$ cat config.mk
export PLATFORM = sky130hd
export DESIGN_NAME = rv32i_encoder_loader
export DESIGN_NICKNAME = d
export VERILOG_FILES = /design/src/rtl/rv32i_encoder_loader.sv
export SDC_FILE = /design/constraint.sdc
export NUM_CORES = 1
export LEC_CHECK = 0
export CAP_MARGIN = 0
export CORE_AREA = 2 2 87 89
export CTS_CLUSTER_DIAMETER = 120
export DETAILED_ROUTE_END_ITERATION = 7
export DIE_AREA = 0 0 89 91
export DONT_BUFFER_PORTS = 1
export GPL_TIMING_DRIVEN = 0
export PLACE_DENSITY_LB_ADDON = 0.08
export SYNTH_ARGS = -nofsm -noshare
export SYNTH_HDL_FRONTEND = slang
export SYNTH_SLANG_ARGS = --single-unit
export TNS_END_PERCENT = 5
$ cat constraint.sdc
create_clock -name clk -period 2 [get_ports clk]
set_input_delay 0.4 -clock clk [delete_from_list [all_inputs] [get_ports clk]]
set_output_delay 0.4 -clock clk [all_outputs]
set_load 0.1 [all_outputs]
$ cat src/rtl/rv32i_encoder_loader.sv
`default_nettype none
// ============================================================================
// Module      : rv32i_encoder_loader
// Description : Packs decoded RV32I fields into machine words and streams them
//               sequentially into instruction memory over a write handshake.
// Revision    : 1.0 - initial release
// ============================================================================
module rv32i_encoder_loader #(
    parameter int ADDR_W    = 10,
    parameter int BASE_ADDR = 0,
    parameter int DEPTH     = 256
) (
    input  logic              clk,
    input  logic              rst,
    input  logic              start,
    input  logic              in_valid,
    output logic              in_ready,
    input  logic              in_last,
    input  logic [2:0]        in_fmt,
    input  logic [6:0]        in_opcode,
    input  logic [2:0]        in_funct3,
    input  logic [6:0]        in_funct7,
    input  logic [4:0]        in_rs1,
    input  logic [4:0]        in_rs2,
    input  logic [4:0]        in_rd,
    input  logic [31:0]       in_imm,
    output logic              mem_we,
    input  logic              mem_ready,
    output logic [ADDR_W-1:0] mem_addr,
    output logic [31:0]       mem_wdata,
    output logic              busy,
    output logic              done,
    output logic [ADDR_W-1:0] word_count,
    output logic [1:0]        err
);

    typedef enum logic [1:0] {
        ST_IDLE = 2'd0,
        ST_LOAD = 2'd1,
        ST_DONE = 2'd2
    } state_t;

    localparam logic [ADDR_W-1:0] C_BASE  = ADDR_W'(BASE_ADDR);
    localparam logic [ADDR_W:0]   C_DEPTH = (ADDR_W+1)'(DEPTH);

    state_t              r_state;
    state_t              w_state_next;
    logic                r_mem_we;
    logic [ADDR_W-1:0]   r_mem_addr;
    logic [31:0]         r_mem_wdata;
    logic [ADDR_W-1:0]   r_word_count;
    logic [1:0]          r_err;
    logic                r_last_pending;

    logic                w_wr_done;
    logic                w_accept;
    logic                w_in_ready;
    logic                w_fmt_ok;
    logic                w_start_load;
    logic                w_to_done;
    logic [ADDR_W:0]     w_occupied;
    logic [ADDR_W:0]     w_count_inc;
    logic [31:0]         w_word;

    assign w_wr_done    = r_mem_we && mem_ready;
    assign w_fmt_ok     = (in_fmt <= 3'd5);
    assign w_occupied   = {1'b0, r_word_count} + {{ADDR_W{1'b0}}, r_mem_we};
    assign w_count_inc  = {1'b0, r_word_count} + {{ADDR_W{1'b0}}, 1'b1};
    // The output slot frees up in the same cycle it drains, allowing one word per cycle.
    assign w_in_ready   = (r_state == ST_LOAD) && !r_last_pending &&
                          (!r_mem_we || mem_ready) && (w_occupied < C_DEPTH);
    assign w_accept     = in_valid && w_in_ready;
    assign w_start_load = start && (r_state != ST_LOAD);
    assign w_to_done    = (w_wr_done && (r_last_pending || (w_count_inc == C_DEPTH))) ||
                          (w_accept && !w_fmt_ok && in_last);

    always_comb begin
        w_word = 32'd0;
        case (in_fmt)
            3'd0: w_word = {in_funct7, in_rs2, in_rs1, in_funct3, in_rd, in_opcode};
            3'd1: w_word = {in_imm[11:0], in_rs1, in_funct3, in_rd, in_opcode};
            3'd2: w_word = {in_imm[11:5], in_rs2, in_rs1, in_funct3, in_imm[4:0], in_opcode};
            3'd3: w_word = {in_imm[12], in_imm[10:5], in_rs2, in_rs1, in_funct3,
                            in_imm[4:1], in_imm[11], in_opcode};
            3'd4: w_word = {in_imm[31:12], in_rd, in_opcode};
            3'd5: w_word = {in_imm[20], in_imm[10:1], in_imm[11], in_imm[19:12],
                            in_rd, in_opcode};
            default: w_word = 32'd0;
        endcase
    end

    always_ff @(posedge clk) begin
        if (rst) begin
            r_state <= ST_IDLE;
        end else begin
            r_state <= w_state_next;
        end
    end

    always_comb begin
        w_state_next = r_state;
        busy         = 1'b0;
        done         = 1'b0;
        case (r_state)
            ST_IDLE: begin
                if (start) w_state_next = ST_LOAD;
            end
            ST_LOAD: begin
                busy = 1'b1;
                if (w_to_done) w_state_next = ST_DONE;
            end
            ST_DONE: begin
                done = 1'b1;
                if (start) w_state_next = ST_LOAD;
            end
            default: w_state_next = ST_IDLE;
        endcase
    end

    always_ff @(posedge clk) begin
        if (rst) begin
            r_mem_we       <= 1'b0;
            r_mem_addr     <= C_BASE;
            r_mem_wdata    <= 32'd0;
            r_word_count   <= '0;
            r_err          <= 2'b00;
            r_last_pending <= 1'b0;
        end else if (w_start_load) begin
            r_mem_we       <= 1'b0;
            r_mem_addr     <= C_BASE;
            r_word_count   <= '0;
            r_err          <= 2'b00;
            r_last_pending <= 1'b0;
        end else if (r_state == ST_LOAD) begin
            if (w_wr_done) begin
                r_word_count <= r_word_count + ADDR_W'(1);
                r_mem_addr   <= r_mem_addr + ADDR_W'(4);
            end
            // Illegal formats are consumed without occupying the output slot.
            if (w_accept && w_fmt_ok) begin
                r_mem_we    <= 1'b1;
                r_mem_wdata <= w_word;
                if (in_last) r_last_pending <= 1'b1;
            end else if (w_wr_done) begin
                r_mem_we <= 1'b0;
            end
            if (w_accept) begin
                if (!w_fmt_ok) r_err[0] <= 1'b1;
                if (((in_fmt == 3'd3) || (in_fmt == 3'd5)) && in_imm[0]) r_err[1] <= 1'b1;
            end
        end
    end

    assign in_ready   = w_in_ready;
    assign mem_we     = r_mem_we;
    assign mem_addr   = r_mem_addr;
    assign mem_wdata  = r_mem_wdata;
    assign word_count = r_word_count;
    assign err        = r_err;

endmodule
`default_nettype wire
== Yosys cells after proc, flatten, opt, wreduce, memory -nomap -nowiden ==
Cells that the tools add are included.

* Flip-flop bits (word level): 58
* Output and inout bits: 58

* Magnitude comparators: 2
* Bitwise operators: 2
* $add $sub $neg: 4
* Muxes and demuxes: 8
* Reductions and logical operators: 30
* Eq/ne operators: 11

{| class="wikitable"
|+ Operators by type and width
! kind !! count
|-
| $pmux W32 S6 || 1
|-
| $reduce_and A3 Y1 || 4
|-
| $add A10 B1 Y11 || 1
|-
| $add A10 B1 Y11 const B || 1
|-
| $eq A11 B9 Y1 const B || 1
|-
| $logic_and A1 B1 Y1 || 11
|-
| $lt A11 B9 Y1 const B || 1
|-
| $add A10 B1 Y10 const B || 1
|-
| $add A10 B3 Y10 const B || 1
|-
| $eq A3 B2 Y1 const B || 2
|-
| $eq A3 B3 Y1 const B || 2
|-
| $reduce_and A2 Y1 || 3
|-
| $logic_or A1 B1 Y1 || 4
|-
| $mux W1 || 4
|-
| $mux W2 || 2
|-
| $ne A2 B1 Y1 const B || 2
|-
| $pmux W2 S2 || 1
|-
| $reduce_or A2 Y1 || 2
|-
| $eq A3 B1 Y1 const B || 1
|-
| $le A3 B3 Y1 const B || 1
|-
| $logic_not A1 Y1 || 3
|-
| $logic_not A3 Y1 || 1
|-
| $eq A2 B1 Y1 const B || 1
|-
| $eq A2 B2 Y1 const B || 1
|-
| 4 further kinds || 5
|}

== Depth between registers and ports, before layout ==
* Depth in word-level cells: 10
* Depth in mapped cells: 8
* Mapped depth without buffers: 6

== Least setup slack after synthesis ==
OpenSTA, ideal clock, no wires.

* Path type: register -> register
* Start point: reg r_state[1]
* End point: reg r_state[1]
* Slack: -1.689 ns
* Clock period less this slack: 3.689 ns
* Cell stages (with the launch flop): 7
* Arrival time: 3.602 ns
* Buffers on the path: 0
* Path through: dfxtp_1 nand2b_1 inv_1 nand3_1 a31oi_1 a21oi_1 a221oi_2

* Cells in the longest elaborated chain, start to end: 10
* Elaborated cells between the ends (all ways): 15
* Classes of those cells: eq/ne (4); mux (1); reduce/logical (10)

{| class="wikitable"
|+ RTL lines
! what !! RTL line !! RTL
|-
| from (decl) || 46 || <nowiki>state_t r_state;</nowiki>
|-
| from (signal assigned) || 96 || <nowiki>r_state <= w_state_next;</nowiki>
|-
| $eq A2 B1 Y1 || 70 || <nowiki>assign w_in_ready = (r_state == ST_LOAD) && !r_last_pending &&</nowiki>
|-
| $logic_and A1 B1 Y1 (2 in series) || 70 ||
|-
| $logic_and A1 B1 Y1 || 71 || <nowiki>(!r_mem_we || mem_ready) && (w_occupied < C_DEPTH);</nowiki>
|-
| net in_ready || 17 || <nowiki>output logic in_ready,</nowiki>
|-
| $logic_and A1 B1 Y1 || 72 || <nowiki>assign w_accept = in_valid && w_in_ready;</nowiki>
|-
| $logic_and A1 B1 Y1 (2 in series) || 75 || <nowiki>(w_accept && !w_fmt_ok && in_last);</nowiki>
|-
| $logic_or A1 B1 Y1 || 74 || <nowiki>assign w_to_done = (w_wr_done && (r_last_pending || (w_count_inc == C_DEPTH))) ||</nowiki>
|-
| $ne A2 B2 Y1 (no source line) || -- ||
|-
| $reduce_and A2 Y1 (no source line) || -- ||
|}

The timed path passes the listed nets, and every way through them passes these cells.
A chain may end at the register's enable or synchronous reset.

== Final worst setup path ==
* Start point: reg r_state[1]
* End point: out in_ready

* Cells in the longest elaborated chain, start to end: 4

{| class="wikitable"
|+ RTL lines
! what !! RTL line
|-
| $eq A2 B1 Y1 || 70
|-
| $logic_and A1 B1 Y1 (2 in series) || 70
|-
| $logic_and A1 B1 Y1 || 71
|-
| to (decl) || 17
|}

Every way passes these cells.

==> reports/summary.txt <==
Vias in the first global route - 2373
Critical Path Fanout Max - 5
Tcrit/Tclk final - 121%
Final worst clock skew - 0.00577 ns
Clock power frac - 28.9%
Hold EP - r_last_pending
Violations in the final reports - negative setup slack
Chip Height - 91 µm
IO Pins - 131
Largest net degree at the start of global routing - 19
Finished Core Util - 46.8%
Worst path required time - 1.60 ns
Synth warn - 0
Syn_area_per_cell - 8.43 µm²
Hold path depth - 2
Hold WC Path Type - in2reg
NetSw - 995 µW
DR pass1 iterations - 4
WL/cell - 17.5 µm
Number of library cell types mapped by synthesis - 42
Max Slew Vio Count - 0
Share of layout cells above drive strength 1 - 20.5%
Core ar. - 0.00714 mm²
Post-synth top cells - 64 x nor2_1, 56 x dfxtp_1, 26 x a211oi_1
# setup viols final - 38
R2R Path Start - r_state[1]
Synth async-reset ratio - 0%
R2R setup slack - -0.16 ns
GPL Wtd Cong - 0.782
Comb pwr share - 14.7%
DRC - 0
Cells after synthesis - 334
Die width - 89 µm
Clk pin slew, worst setup/hold paths - 0.11 ns
Yosys top cell area share - 39.8%
Post-route insts no fill - 451
Unrepaired setup endpoints after global routing - true
Initial core utilization - 39.5%
Via density per instance - 5.51
Routed vias - 2486
Reg-to-reg endpoint - r_state[0]
Total CTS buffers - 5
Clock Root Buffer - clkbuf_8
Critical path class - reg2out
R2R cell count - 6
Post-DP HPWL - 5.89 mm
LEAKAGE - 0.00115 µW
P&R area growth vs syn - 18.6%
Final ANT Viol Nets - 0
Pwr dens - 801 mW/mm²
Antenna violations before repair - 0
Post-synthesis register bit count - 56
Sw Ratio - 37.2%
Final hold violation count - 0
Outcome - complete, but fails checks
Clock Latency Late Sink - 0.31 ns
Power, Total - 2680 µW
Port Buffer Count - 0
Crit end category - output port
Synth area leaders - dfxtp_1 40%, nor2_1 8.5%, a211oi_1 6.9%
Top-count cell post-synth - nor2_1
Most common flop cell mapped by yosys - dfxtp_1
Overflow after GRT - 0
Reg power frac - 56.4%
All-Layer GR Usage - 18.9%
Clock Sinks - 56
Startpoint types - flip-flop
Synthesized cell area - 0.00282 mm²
Min Tclk post-route - 2.43 ns
Actual slew at the worst max-slew pin - 1.09 ns
Max-cap violations - 0
Placed cells - 434
Final WS setup - -0.426 ns
HP Start - in_last
Post-synth EDFFs - 0
DIE AREA - 0.00810 mm²
Ant. Diodes - 0
Initial DRC Count - 63
Final nets - 426
Yosys top cell by area - dfxtp_1
Hold_buf cts - 0
TritonCTS clock tree - done
Peak VDD IR - 0.289 mV
Routed WL - 7.89 mm
# fillers - 713
H-tree levels - 2
Std cell rows - 31
Clk buf depth - 2
Slew margin rel. - 27.5%
Seq/Total Area, Yosys - 39.8%
Crit path arrival time - 2.03 ns
Cell-internal power - 1680 µW
First-pass GRT wire length - 12.1 mm
Fmax - 0.412 GHz
final cells by class:
class / instances / area, µm² / share of cell area [%]
plain buffers: 24 / 175 / 5.25
clock buffers: 5 / 68.8 / 2.06
clock inverters: 3 / 46.3 / 1.39
inverters: 2 / 11.3 / 0.337
multi-input cells: 253 / 1680 / 50.3
flip-flops and latches: 56 / 1160 / 34.8
well taps: 99 / 124 / 3.71
repair buffers: 9 / 71.3 / 2.14
sequential cells by signal, indices dropped and copies added, names as in the netlist:
| name | flops |
|---|---|
| r_last_pending | 1 |
| mem_we | 1 |
| mem_addr | 8 |
| r_state | 2 |
| word_count | 10 |
| mem_wdata | 32 |
| err | 2 |
timing repair:
item,CTS,global route
buffers inserted,5,4
pin swaps,5,23
gates resized for setup,9,33
setup endpoints to repair,51,52
metrics by stage:
step	instance area (µm²)	hold WS [ns]	setup TNS, ns	setup slack [ns]
floorplan	2890	0.478	-0.212	-0.0692
global placement	3020	0.522	-5.15	-0.407
detailed placement	3020	0.538	-5.61	-0.421
CTS	3200	0.219	-6.95	-0.461
global route	3340	0.236	-6.31	-0.495
finish	3340	0.229	-2.82	-0.426
critical path: stages (launching register included):
cell and delay [ns]:
dfxtp_2 0.33, nand2b_4 0.14, clkinvlp_4 0.37, nand3_4 0.13, a31oi_4 0.72
placed cells by master, fill, tap and decap left out, types with 10 or more instances in the layout:
master and count:
a21oi_1 20, nand2_1 20, a211oi_1 17, mux2i_1 15, nor2_1 63, a22oi_1 12
buf_4 10, xor2_1 15, dfxtp_1 40, nand3_1 11, nor2b_1 15, clkbuf_1 11
logic make-up (layout without fill, tap and decap cells):
group                      after synthesis  in the layout  share of synthesized area [%]
xor gates and xnor gates                17             17                           5.29
muxes                                   17             17                           6.13
DFF                                     56             56                           39.8
adders and majority gates                2              2                          0.888
buffers and inverters                   26             43                           4.75
and+or+nand+nor                        132            132                           21.9
AOI/OAI and AO/OA                       83             83                           21.1
other                                    1              2                          0.133
per-layer routing:
metal	vias to the layer above	part of all wire (%)	track usage [%]
li1	1220	-	-
met1	1172	41	23.6
met2	88	50	32.2
met3	6	8.5	5.00
met4	0	0.85	4.10
met5	-	0	0
worst max path at each step:
| stage | start | to | slack, ns | cells after the start |
|---|---|---|---|---|
| after floorplan | r_state[1] | r_state[0] | -0.07 | 6 |
| after global placement | mem_we | word_count[9] | -0.41 | 6 |
| after detailed placement | mem_we | word_count[9] | -0.42 | 6 |
| after CTS | r_state[1] | in_ready | -0.46 | 4 |
| after global routing | r_state[1] | in_ready | -0.50 | 4 |
| final | r_state[1] | in_ready | -0.43 | 4 |
power groups by stage:
stage / Sequential (µW) / Combinational (µW) / Clock [µW]
after floorplan: 1530 / 292 / 0
after global placement: 1540 / 344 / 0
after detailed placement: 1540 / 348 / 0
after CTS: 1510 / 357 / 801
after global routing: 1510 / 433 / 840
final: 1510 / 393 / 774
(Power assumes the default switching activity.)
